==> config.mk <==
export PLATFORM = sky130hd
export DESIGN_NAME = dmem_port
export DESIGN_NICKNAME = d
export VERILOG_FILES = /design/src/rtl/dmem_port_pkg.sv /design/src/rtl/dmem_port_sbuf.sv /design/src/rtl/dmem_port.sv
export SDC_FILE = /design/constraint.sdc
export NUM_CORES = 1
export LEC_CHECK = 0
export BUFFER_PORTS_ARGS = -buffer_cell sky130_fd_sc_hd__buf_4
export CAP_MARGIN = 10
export CORE_UTILIZATION = 35
export CTS_CLUSTER_SIZE = 12
export DETAILED_ROUTE_END_ITERATION = 6
export GPL_TIMING_DRIVEN = 0
export HOLD_SLACK_MARGIN = 0.12
export PLACE_DENSITY_LB_ADDON = 0.12
export SETUP_SLACK_MARGIN = 0.1
export SYNTH_ARGS = -nofsm -noshare
export SYNTH_HDL_FRONTEND = slang
export SYNTH_SLANG_ARGS = --single-unit
==> constraint.sdc <==
create_clock -name clk -period 4.9 [get_ports clk]
set_clock_uncertainty 0.2 [all_clocks]
set_input_delay 0.49 -clock clk [delete_from_list [all_inputs] [get_ports clk]]
set_output_delay 0.49 -clock clk [all_outputs]
set_load 0.05 [all_outputs]
==> src/rtl/dmem_port_pkg.sv <==
// rtl/dmem_port_pkg.sv - shared constants and FSM encoding for the data-memory port
package dmem_port_pkg;

    localparam int WORD_WIDTH    = 32;
    localparam int DEFAULT_DEPTH = 4;

    typedef enum logic [1:0] {
        IDLE    = 2'd0,
        RD_REQ  = 2'd1,
        RD_WAIT = 2'd2,
        WR_REQ  = 2'd3
    } state_t;

endpackage

==> src/rtl/dmem_port_sbuf.sv <==
// rtl/dmem_port_sbuf.sv - posted store FIFO with youngest-match load lookup
module dmem_port_sbuf
    import dmem_port_pkg::*;
#(
    parameter int W     = WORD_WIDTH,
    parameter int DEPTH = DEFAULT_DEPTH,
    localparam int PW   = $clog2(DEPTH),
    localparam int CW   = PW + 1
) (
    input  logic          clk,
    input  logic          rst_n,
    input  logic          push,
    input  logic [W-1:0]  push_addr,
    input  logic [W-1:0]  push_data,
    input  logic          pop,
    input  logic [W-1:0]  look_addr,
    output logic          full,
    output logic          empty,
    output logic [CW-1:0] count,
    output logic [W-1:0]  head_addr,
    output logic [W-1:0]  head_data,
    output logic          hit,
    output logic [W-1:0]  hit_data
);

    logic [W-1:0]  addr_mem [DEPTH];
    logic [W-1:0]  data_mem [DEPTH];
    logic [PW-1:0] head;
    logic [PW-1:0] tail;
    logic [PW-1:0] idx;

    always_ff @(posedge clk or negedge rst_n) begin
        if (!rst_n) begin
            head  <= '0;
            tail  <= '0;
            count <= '0;
        end else begin
            if (push) tail <= tail + PW'(1);
            if (pop)  head <= head + PW'(1);
            case ({push, pop})
                2'b10:   count <= count + CW'(1);
                2'b01:   count <= count - CW'(1);
                default: ;
            endcase
        end
    end

    always_ff @(posedge clk) begin
        if (push) begin
            addr_mem[tail] <= push_addr;
            data_mem[tail] <= push_data;
        end
    end

    assign full      = (count == CW'(DEPTH));
    assign empty     = (count == '0);
    assign head_addr = addr_mem[head];
    assign head_data = data_mem[head];

    // Walk oldest to youngest so the last match found is the youngest store.
    always_comb begin
        hit      = 1'b0;
        hit_data = '0;
        idx      = '0;
        for (int i = 0; i < DEPTH; i++) begin
            idx = head + PW'(i);
            if ((CW'(i) < count) && (addr_mem[idx] == look_addr)) begin
                hit      = 1'b1;
                hit_data = data_mem[idx];
            end
        end
    end

endmodule

==> src/rtl/dmem_port.sv <==
// rtl/dmem_port.sv - CPU load/store responder with posted store buffer and backing-memory port
module dmem_port
    import dmem_port_pkg::*;
#(
    parameter int W     = WORD_WIDTH,
    parameter int DEPTH = DEFAULT_DEPTH
) (
    input  logic         clk,
    input  logic         rst_n,
    input  logic         load_en,
    input  logic [W-1:0] l_addr,
    output logic [W-1:0] l_data,
    input  logic         store_en,
    input  logic [W-1:0] s_addr,
    input  logic [W-1:0] s_data,
    output logic         stall,
    output logic         req_valid,
    input  logic         req_ready,
    output logic         req_we,
    output logic [W-1:0] req_addr,
    output logic [W-1:0] req_wdata,
    input  logic         rsp_valid,
    input  logic [W-1:0] rsp_rdata
);

    localparam int CW = $clog2(DEPTH) + 1;
    localparam logic [W-1:0] ALIGN_MASK = ~W'(3);

    state_t        state;
    state_t        state_nxt;
    logic [W-1:0]  rd_addr;
    logic [CW-1:0] count;
    logic [W-1:0]  head_addr;
    logic [W-1:0]  head_data;
    logic [W-1:0]  hit_data;
    logic          full;
    logic          empty;
    logic          hit;
    logic          load_req;
    logic          push;
    logic          pop;
    logic          miss;
    logic          rd_done;

    // A simultaneous store wins; the load is dropped for that cycle.
    assign load_req = load_en & ~store_en;
    assign push     = store_en & ~full;
    assign pop      = (state == WR_REQ) & req_ready;
    assign miss     = load_req & ~hit;
    assign rd_done  = (state == RD_WAIT) & rsp_valid;

    dmem_port_sbuf #(.W(W), .DEPTH(DEPTH)) u_sbuf (
        .clk       (clk),
        .rst_n     (rst_n),
        .push      (push),
        .push_addr (s_addr & ALIGN_MASK),
        .push_data (s_data),
        .pop       (pop),
        .look_addr (l_addr & ALIGN_MASK),
        .full      (full),
        .empty     (empty),
        .count     (count),
        .head_addr (head_addr),
        .head_data (head_data),
        .hit       (hit),
        .hit_data  (hit_data)
    );

    always_ff @(posedge clk or negedge rst_n) begin
        if (!rst_n) begin
            state   <= IDLE;
            rd_addr <= '0;
        end else begin
            state <= state_nxt;
            if ((state_nxt == RD_REQ) && (state != RD_REQ))
                rd_addr <= l_addr & ALIGN_MASK;
        end
    end

    always_comb begin
        state_nxt = state;
        case (state)
            IDLE: begin
                if (miss)        state_nxt = RD_REQ;
                else if (!empty) state_nxt = WR_REQ;
            end
            RD_REQ:  if (req_ready) state_nxt = RD_WAIT;
            RD_WAIT: if (rsp_valid) state_nxt = IDLE;
            WR_REQ: begin
                if (req_ready) begin
                    if (miss)                 state_nxt = RD_REQ;
                    else if (count > CW'(1))  state_nxt = WR_REQ;
                    else                      state_nxt = IDLE;
                end
            end
            default: state_nxt = IDLE;
        endcase
    end

    // Request fields come straight from state and held sources, so they cannot change before req_ready.
    always_comb begin
        req_valid = 1'b0;
        req_we    = 1'b0;
        req_addr  = '0;
        req_wdata = '0;
        case (state)
            RD_REQ: begin
                req_valid = 1'b1;
                req_addr  = rd_addr;
            end
            WR_REQ: begin
                req_valid = 1'b1;
                req_we    = 1'b1;
                req_addr  = head_addr;
                req_wdata = head_data;
            end
            default: ;
        endcase
    end

    assign stall = (store_en & full) | (miss & ~rd_done);

    always_comb begin
        l_data = '0;
        if (load_req && hit)          l_data = hit_data;
        else if (load_req && rd_done) l_data = rsp_rdata;
    end

endmodule

=== After elaboration in Yosys (flattened, before gate mapping) ===
Memory sizes are Yosys's and may differ from the RTL's.
Cells that the tools add are included.
Widths: inputs -> output; s select.

* Logic and storage cells: 78
* Memories: 2
* Input port bits: 134
* Output and inout bits: 99
* Bits in writable memories: 248
* Register bits: 39

{| class="wikitable"
|+ Memory list
! memory !! depth !! width !! read ports !! clocked after Yosys merged registers in !! wr ports !! line !! RTL
|-
| u_sbuf.data_mem || 4 || 32 || 4 || 0 || 1 || dmem_port_sbuf.sv:27 || <nowiki>logic [W-1:0] data_mem [DEPTH];</nowiki>
|-
| u_sbuf.addr_mem || 4 || 30 || 4 || 0 || 1 || dmem_port_sbuf.sv:26 || <nowiki>logic [W-1:0] addr_mem [DEPTH];</nowiki>
|}

* Multiplexer cells: 25
* $lt $le $gt $ge: 5
* Reductions and logical operators: 11
* Bitwise logic cells: 12
* Add/sub/neg operators: 6
* Equality and inequality tests: 12

{| class="wikitable"
|+ Operator list
! cell !! count
|-
| $mux 32 || 7
|-
| $eq 32x32->1 || 4
|-
| $pmux 32 s2 || 1
|-
| $mux 2 || 7
|-
| $mux 1 || 8
|-
| $pmux 2 s4 || 1
|-
| $and 1x1->1 || 7
|-
| $logic_and 1x1->1 || 7
|-
| $eq 2x1->1 const B || 3
|-
| $eq 2x2->1 const B || 3
|-
| $lt 1x3->1 const A || 2
|-
| $lt 2x3->1 const A || 2
|-
| $pmux 3 s2 || 1
|-
| $add 2x1->2 const B || 2
|-
| $add 2x2->2 const B || 2
|-
| $not 1->1 || 4
|-
| $add 3x1->3 const B || 1
|-
| $eq 3x3->1 const B || 1
|-
| $gt 3x1->1 const B || 1
|-
| $logic_not 3->1 || 1
|-
| $sub 3x1->3 const B || 1
|-
| $logic_not 2->1 || 1
|-
| $ne 2x1->1 const B || 1
|-
| $reduce_bool 2->1 || 1
|-
| other kinds (2) || 2
|}

=== Longest topological paths before layout ===
Gate-level depths: netlist of run 1.
An unclocked memory read counts as a cell.

* Depth after elaboration: 14
* Depth in mapped cells: 19
* Mapped depth without buffers: 9

=== Cells and area by module ===
Synthesis of run 1 repeated with hierarchy kept, for this count alone.

* Cell total of the unflattened synthesis: 1629
* Area total of the unflattened synthesis: 19454.9 µm²

{| class="wikitable"
|+ Modules (own cells, without submodules)
! module !! times used !! sequential area each (µm²) !! cells each !! area an instance (µm²)
|-
| dmem_port_sbuf || 1 || 7862.5 || 1387 || 16912.5
|-
| dmem_port || 1 || 800.8 || 242 || 2542.4
|}

=== Worst setup path before layout of run 1 ===
Ideal clock, no wire load.

* Path kind: reg2out
* From: register u_sbuf.head[1]
* To: output port l_data[10]
* Stages on the path, launching flop included: 15
* Buffers on the path: 5
* Setup slack: -0.195 ns
* Data arrival time: 4.405 ns
* Required time: 4.210 ns
* Cells stage by stage: dfrtp_1 -> buf_6 -> buf_8 -> buf_12 -> buf_8 -> mux2i_4 -> nor2_2 -> a2111oi_2 -> a21oi_1 -> or4_4 -> or4_1 -> and3b_4 -> nand2b_4 -> buf_6 -> o31ai_1

* Longest elaborated chain between the ends: 9
* Elaborated cells between the ends (all ways): 23
* Classes of those cells: add/sub (3); eq/ne (4); mux (9); reduce/logical (5); memory (2)

{| class="wikitable"
|+ Ends and longest elaborated chain
! item !! line !! RTL
|-
| start: declaration || dmem_port_sbuf.sv:28 || <nowiki>logic [PW-1:0] head;</nowiki>
|-
| start signal: assignment || dmem_port_sbuf.sv:39 || <nowiki>if (pop) head <= head + PW'(1);</nowiki>
|-
| $add 2x1->2 / $mem_v2 4x30 (equally long branches) || -- ||
|-
| $mem_v2 4x30 / $eq 32x32->1 (equally long branches) || -- ||
|-
| $eq 32x32->1 / $logic_and 1x1->1 (equally long branches) || dmem_port_sbuf.sv:67 || <nowiki>if ((CW'(i) < count) && (addr_mem[idx] == look_addr)) begin</nowiki>
|-
| $logic_and 1x1->1 / $mux 1 (equally long branches) || dmem_port_sbuf.sv:67 ||
|-
| $mux 1 (3 in series) || dmem_port_sbuf.sv:67 ||
|-
| $logic_and 1x1->1 || dmem_port.sv:125 || <nowiki>if (load_req && hit) l_data = hit_data;</nowiki>
|-
| $mux 32 (*) || dmem_port.sv:125 ||
|-
| end: declaration || dmem_port.sv:12 || <nowiki>output logic [W-1:0] l_data,</nowiki>
|}

Mark *: on every way between the ends. The rest lies on a longest branch, timed or not.

=== Final worst setup path of run 1 ===
* From: register u_sbuf.head[1]
* To: output port l_data[2]

Same word-level chain as after synthesis.

==> results of run 1 <==
[power by group through the flow]
stage	logic (W)	clock network [W]	registers (W)
after floorplan	0.00593	0	0.00354
after global placement	0.00890	0	0.00365
after detailed placement	0.00898	0	0.00360
after CTS	0.00963	0.00286	0.00357
after global routing	0.0104	0.00294	0.00363
final	0.00991	0.00281	0.00358
[cell usage after synthesis, types with 29 or more instances]
cell type / n
a21oi_1: 54
xnor2_1: 92
clkbuf_1: 81
or4_1: 36
dfrtp_1: 39
a22oi_1: 35
mux2i_1: 219
o211ai_1: 35
nor2b_1: 29
nor2_1: 120
nand2_1: 119
o31ai_1: 31
mux2_2: 107
o21ai_0: 78
o311a_1: 32
edfxtp_1: 248
[logic make-up (layout without fill, tap and decap cells)]
group	count (synthesis)	count (layout)	share of synthesized area (%)
AND/OR/NAND/NOR	384	384	10.1
multiplexers	357	357	21.9
AO/OA/AOI/OAI	325	325	12.0
flip-flops	287	287	45.3
buffers and inverters	179	555	4.74
XOR/XNOR	114	114	5.37
adder cells (fa/ha/maj)	9	9	0.606
other	1	5	0.0202
[layer usage]
layer	track usage, %	up-vias	wire length (µm)
met5	0	-	26
met4	9.31	4	2440
li1	-	6988	-
met1	41.5	8139	35300
met3	4.01	141	5460
met2	44.5	730	35300
[worst max-delay path, stage by stage (launching register included)]
cell      delay [ps]
dfrtp_1          390
buf_12           140
buf_12           120
buf_12           140
buf_12           130
buf_12           130
buf_12           150
buf_16           160
buf_12           150
buf_4            140
mux2_2           310
a221oi_4         280
o21ai_1          130
nor4_2           460
nand4_1          240
buf_4            210
and4b_1          230
buf_12           170
buf_12           140
a22oi_2          230
o31ai_4          130
buf_6            170
[sequential cells by signal (all words and copies together) (netlist names)]
name / cells
rd_addr: 30
state: 2
u_sbuf.addr_mem: 120
u_sbuf.count: 3
u_sbuf.data_mem: 128
u_sbuf.head: 2
u_sbuf.tail: 2
[metrics by stage]
step | cells | power, W | hold slack (ps) | setup TNS [ps] | utilization, %
final | 2724 | 0.0163 | 205 | -22580 | 47.2
after global routing | 2723 | 0.0169 | 238 | -25310 | 47.2
after CTS | 2713 | 0.0161 | 187 | -22300 | 46.8
after detailed placement | 2548 | 0.0126 | 289 | -140710 | 40.1
after global placement | 2544 | 0.0125 | 284 | -187600 | 39.9
after floorplan | 1657 | 0.00947 | -5.59 | -5470 | -
[how the worst max path moves through the flow]
stage                             to  depth (start not counted)  slack [ps]      startpoint
final                      l_data[2]                         21        -730  u_sbuf.head[1]
after CTS                 l_data[29]                         19        -740  u_sbuf.head[1]
after detailed placement  l_data[30]                         14       -2200  u_sbuf.head[0]
after floorplan           l_data[10]                         14        -190  u_sbuf.head[1]
after global routing       l_data[3]                         21        -810  u_sbuf.head[1]
after global placement    l_data[29]                         14       -2200  u_sbuf.head[0]
[area by class of cell]
class / count / area, µm² / area share [%]
repair buffers: 310 / 2830 / 11.4
clock inverters: 17 / 231 / 0.933
clock buffers: 49 / 991 / 3.99
flip-flops and latches: 287 / 8420 / 34.0
plain buffers: 159 / 1190 / 4.81
diodes: 3 / 7.51 / 0.0303
multi-input cells: 1191 / 10200 / 41.1
well taps: 688 / 861 / 3.47
inverters: 20 / 78.8 / 0.318
[what timing repair did]
action / in CTS / in global routing
cloned: 4 / 1
endpoints found under the hold margin: 290 / 0
buffers inserted: 28 / 7
endpoints found under the setup margin: 113 / 43
pin swaps: 64 / 16
hold buffers: 67 / 0
resized for setup: 286 / 33
==> results.md, run 1 <==
- Status: complete, but fails checks
- Failing checks: DRC, setup timing
- Max Cap Viol: 0
- Total net switching power: 0.00776 W
- Mapped Cells: about 1700
- Most common cell after layout, fill and taps aside: edfxtp_1
- Worst R2R Start: u_sbuf.head[1]
- Internal: 0.00854 W
- EDFF count, synth: 248
- Num Clock Sinks: 287
- Share of cells above drive strength 1: 31.2%
- Die extent in x: approximately 230 µm
- Skew-Pair Late Insertion Delay: 570 ps
- Rel. slew slack: 19.0%
- Final Slew Violations: 0
- Gate power share: 60.8%
- CTS root buf: clkbuf_16
- Largest net degree at the start of global routing: 46
- # DRC: 4
- Yosys warns: 0
- Layout area overhead: 33.4%
- Worst hold start: l_addr[6]
- Syn_area_per_cell: 11.2 µm²
- Slew @ Worst Pin: 1220 ps
- Post-layout nets: about 2100
- WP data arrival: 4940 ps
- CTS tree: built
- Final setup viols: 33
- Die Footprint: 54100 µm²
- Yosys cell types: slightly above 70
- Period utilisation layout: 115%
- Clock share of power: between 10% and 20%
- VDD IR max: 0.000396 V
- Yosys reg bits: between 200 and 300
- Num CTS Buffers: 37
- Net Sw Frac: a little under half
- Routed Antenna Nets: 0
- Fin. Hold Viols: 0
- RSZ-0062 raised after global routing: true
- Vias: 16000
- # fillers: slightly below 5000
- Rows: 84
- Top cells by area, synth: edfxtp_1, mux2i_1, mux2_2
- FFs w/ async S/R, synth: 13.6%
- WL/cell: 28.8 µm
- Main synth FF type: edfxtp_1
- Post-route minimum period: 5630 ps
- Hold Crit Endpoint: rd_addr[6]
- Ports: ~230
- First-pass GRT wire length: 112000 µm
- CTS Buffer Depth: 3
- First-pass DRT Iterations: 7
- Hold Path Stages: 2
- GR Overflow Total: 0
- Core Footprint: approximately 53000 µm²
- RD Place Congestion: 0.984
- Initial core utilization: 35.4%
- Vias in the first global route: 16100
- Worst-path clk slew: 60 ps
- Via-per-instance ratio: roughly 5.9
- Place WS: -2200 ps
- Cell Area, Synth: 18600 µm²
- Design area: 24800 µm²
- R2R Setup Slk: 200 ps
- Die Ht: between 200 and 250 µm
- Hpwl dp: 54800 µm
- Startpoint Class: flop
- Reg2Reg Depth: 14
- Worst r2r dst: state[1]
- DR iter-0 viols: 1550
- Critical Path End Type: output port
- Pwr dens: ~660 nW/µm²
- Total Wirelength: between 70000 and 80000 µm
- Port bufs: about 200
- Sequential power share: 21.9%
- Leak: 9.12 nW
- Crit path max fanout: 9
- Type of the worst setup path: reg -> out
- Most frequent cells in the layout: edfxtp_1, buf_4, mux2i_1, nor2_1, nand2_1
- Post-synth top area share: between 40% and 50%
- Fmax: 178 MHz
- Req. time, crit path: 4210 ps
- Worst setup margin: -734 ps
- Total GRT Usage: 28.9%
- Sequential area share after synthesis: 45.3%
- Placed cell areas: approximately 21000 µm²
- Initial antenna violation count: 5
- Hold Path Class: in -> reg
- H-tree levels: 2
- Cell taking the most area after synthesis: edfxtp_1
Power figures use the tool's default switching activity.
==> inputs of run 2 (changes only) <==
CORE_UTILIZATION = 25   (was 35)
==> run 2 against run 1 <==
The flow still finishes with violations (DRC, setup timing). Non-clock buffer count increased by 15. Die area increased by 40%. Final cell count increased by 11%. Global-route usage decreased by 7.1 points. Final area increased by 2.8%. Power increased by 2.1%. Critical path depth decreased by 1. Count of clock-buffer cells in the layout increased by 5. Wire length increased by 6.6%. Combinational power increased by 4%. First-iteration DRC count decreased by 16%. Core utilization decreased by 12 points.
==> results.md, run 2 (synthesized netlist as in run 1, its figures left out) <==
- Worst setup margin: -761 ps (-27.1 ps)
- RSZ-0062 raised after global routing: true
- Grt met1 use: 29.7% (-12 points)
- Worst R2R Start: u_sbuf.head[1]
- Hold Crit Endpoint: state[0]
- Setup TNS: -22610 ps (-25.4 ps)
- GR Util met2: 35.8% (-8.7 points)
- Die Footprint: 75500 µm² (+40%)
- Status: complete, but fails checks
- VDD IR max: 0.000497 V (+25%)
- Total Wirelength: 83700 µm (+6.6%)
- WL/cell: 27.8 µm (-3.6%)
- Req. time, crit path: 4210 ps (about the same)
- Share of cells above drive strength 1: 32.6% (+1.4 points)
- Fmax: 177 MHz (-0.48%)
- Total GRT Usage: 21.8% (-7.1 points)
- Met3 global-route usage: 2.99% (-1.0 points)
- Leak: 9.29 nW (+1.8%)
- Layout area overhead: 37.1%
- Pwr dens: 653 nW/µm² (-0.66%)
- Largest net degree at the start of global routing: 40 (-13%)
- Hpwl dp: 59100 µm (+7.7%)
- Failing checks: DRC, setup timing
- Rows: 99 (+18%)
- First-pass DRT Iterations: 7 (unchanged)
- Period utilisation layout: 116% (+0.55 points)
- Core Footprint: 73300 µm² (+40%)
- Max FFs per register: 128 (unchanged)
- Vias: 15800 (-1.4%)
- Design area: 25500 µm² (+2.8%)
- Slew @ Worst Pin: 1210 ps (-4.85 ps)
- Most frequent cells in the layout: edfxtp_1, buf_4, mux2i_1, nor2_1, nand2_1
- H-tree levels: 2 (unchanged)
- Die extent in x: 275 µm (+18%)
- Max Cap Viol: 0 (unchanged)
- Hold Path Class: in -> reg
- R2R Setup Slk: 70 ps (-130 ps)
- # fillers: 7398 (+51%)
- Fin. Hold Viols: 0 (unchanged)
- CTS root buf: clkbuf_16
- Hold Path Stages: 4 (+2)
- Post-layout nets: 2165 (+0.74%)
- Biggest regs: u_sbuf.data_mem: 128 flops, u_sbuf.addr_mem: 120 flops, rd_addr: 30 flops
- WP data arrival: 4970 ps (+30 ps)
- Via-per-instance ratio: 5.24 (-11%)
- Final setup viols: 33 (unchanged)
- DR iter-0 viols: 1299 (-16%)
- Final Slew Violations: 0 (unchanged)
- Busiest grt layer: met2
- Critical Path End Type: output port
- Most common cell after layout, fill and taps aside: edfxtp_1
- CTS Buffer Depth: 3 (unchanged)
- Worst r2r dst: rd_addr[24]
- GR Overflow Total: 0 (unchanged)
- Routed Antenna Nets: 0 (unchanged)
- RD Place Congestion: 0.926 (-5.9%)
- CTS tree: built
- Num Clock Sinks: 287 (unchanged)
- Startpoint Class: flop
- Rel. slew slack: 19.3% (+0.32 points)
- Placed cell areas: 21400 µm² (+1.7%)
- Ports: 233 (unchanged)
- Final Power: 0.0166 W (+2.1%)
- First-pass GRT wire length: 118000 µm (+5.0%)
- Initial core utilization: 25.4% (-10 points)
- CP Launch Point: u_sbuf.head[1]
- Placed Cells: 2820 (+11%)
- Die Ht: 275 µm (+18%)
- Type of the worst setup path: reg -> out
- Biggest register: u_sbuf.data_mem
- Worst-path clk slew: 50 ps (about the same)
- Initial antenna violation count: 2 (-3)
- Place WS: -2340 ps (-143 ps)
- Port bufs: 199 (unchanged)
- Fin cells: 3012 (+11%)
- # DRC: 34 (+30)
- Num CTS Buffers: 38 (+2.7%)
- Worst hold start: req_ready
- Skew-Pair Late Insertion Delay: 570 ps (about the same)
- Reg2Reg Depth: 20 (+6)
- Crit path max fanout: 8 (-1)
- Vias in the first global route: 16100 (+0.31%)
- Post-route minimum period: 5660 ps (+27.1 ps)
run 2: changes by cell type in the layout (fill, tap and decap cells not counted), sizes merged:
cell and change:
buf +12, bufbuf +2, bufinv -3, clkbuf +8, clkinv +4, clkinvlp -2, dlygate4sd3 -2, inv -2
run 2: final cells by class:
type | count | area [µm²] | share of cell area, %
Antenna cell | 3 | 7.51 | 0.0295
Clock inverter | 14 | 141 | 0.555
Clock buffer | 54 | 1080 | 4.24
Inverter | 20 | 78.8 | 0.309
Timing Repair Buffer | 325 | 3030 | 11.9
Buffer | 159 | 1200 | 4.70
Tap cell | 959 | 1200 | 4.71
Sequential cell | 287 | 8420 | 33.0
Multi-Input combinational cell | 1191 | 10300 | 40.5
run 2: per-layer routing:
metal  routed length, µm  part of all wire [%]
met1               37600                    45
met5                  10                 0.012
met4                2230                   2.7
met3                4890                   5.8
met2               39000                    47
run 2: repair_timing:
item	in CTS	in global routing
gates cloned	5	0
setup endpoints to repair	113	40
hold buffers	65	0
pin swaps	54	26
resized for setup	302	45
setup buffers	39	12
endpoints found under the hold margin	289	0
run 2: per-stage QoR:
| step | hold WS, ps | utilization (%) |
|---|---|---|
| final | 181 | 34.8 |
| after detailed placement | 292 | 29.2 |
| after CTS | 141 | 34.3 |
| after global placement | 282 | 29.1 |
| after floorplan | -5.59 | - |
| after global routing | 190 | 34.7 |
run 2: critical path: stages (launching register included):
cell	delay [ps]
dfrtp_1	390
buf_12	140
buf_12	130
buf_12	140
buf_12	130
buf_12	140
buf_16	150
bufbuf_16	280
mux2i_1	260
mux2_2	350
a21oi_1	260
nand4_1	200
a2111oi_4	360
nand4_1	130
buf_4	180
and3b_4	170
nand2b_4	190
buf_12	160
buf_16	140
o31ai_4	280
buf_6	200
run 2: how the worst max path moves through the flow:
| stage | slack [ps] | end | cells after the start |
|---|---|---|---|
| floorplan | -190 | l_data[10] | 14 |
| global placement | -2360 | req_addr[7] | 13 |
| detailed placement | -2340 | req_addr[7] | 13 |
| CTS | -710 | l_data[23] | 20 |
| global route | -850 | l_data[1] | 24 |
| finish | -760 | l_data[5] | 20 |
run 2: power breakdown:
| part | leakage (nW) | switching, W | internal [W] |
|---|---|---|---|
| Clock | 0.598 | 0.00112 | 0.00164 |
| Combinational | 5.96 | 0.00650 | 0.00379 |
| Sequential | 2.73 | 0.000299 | 0.00329 |
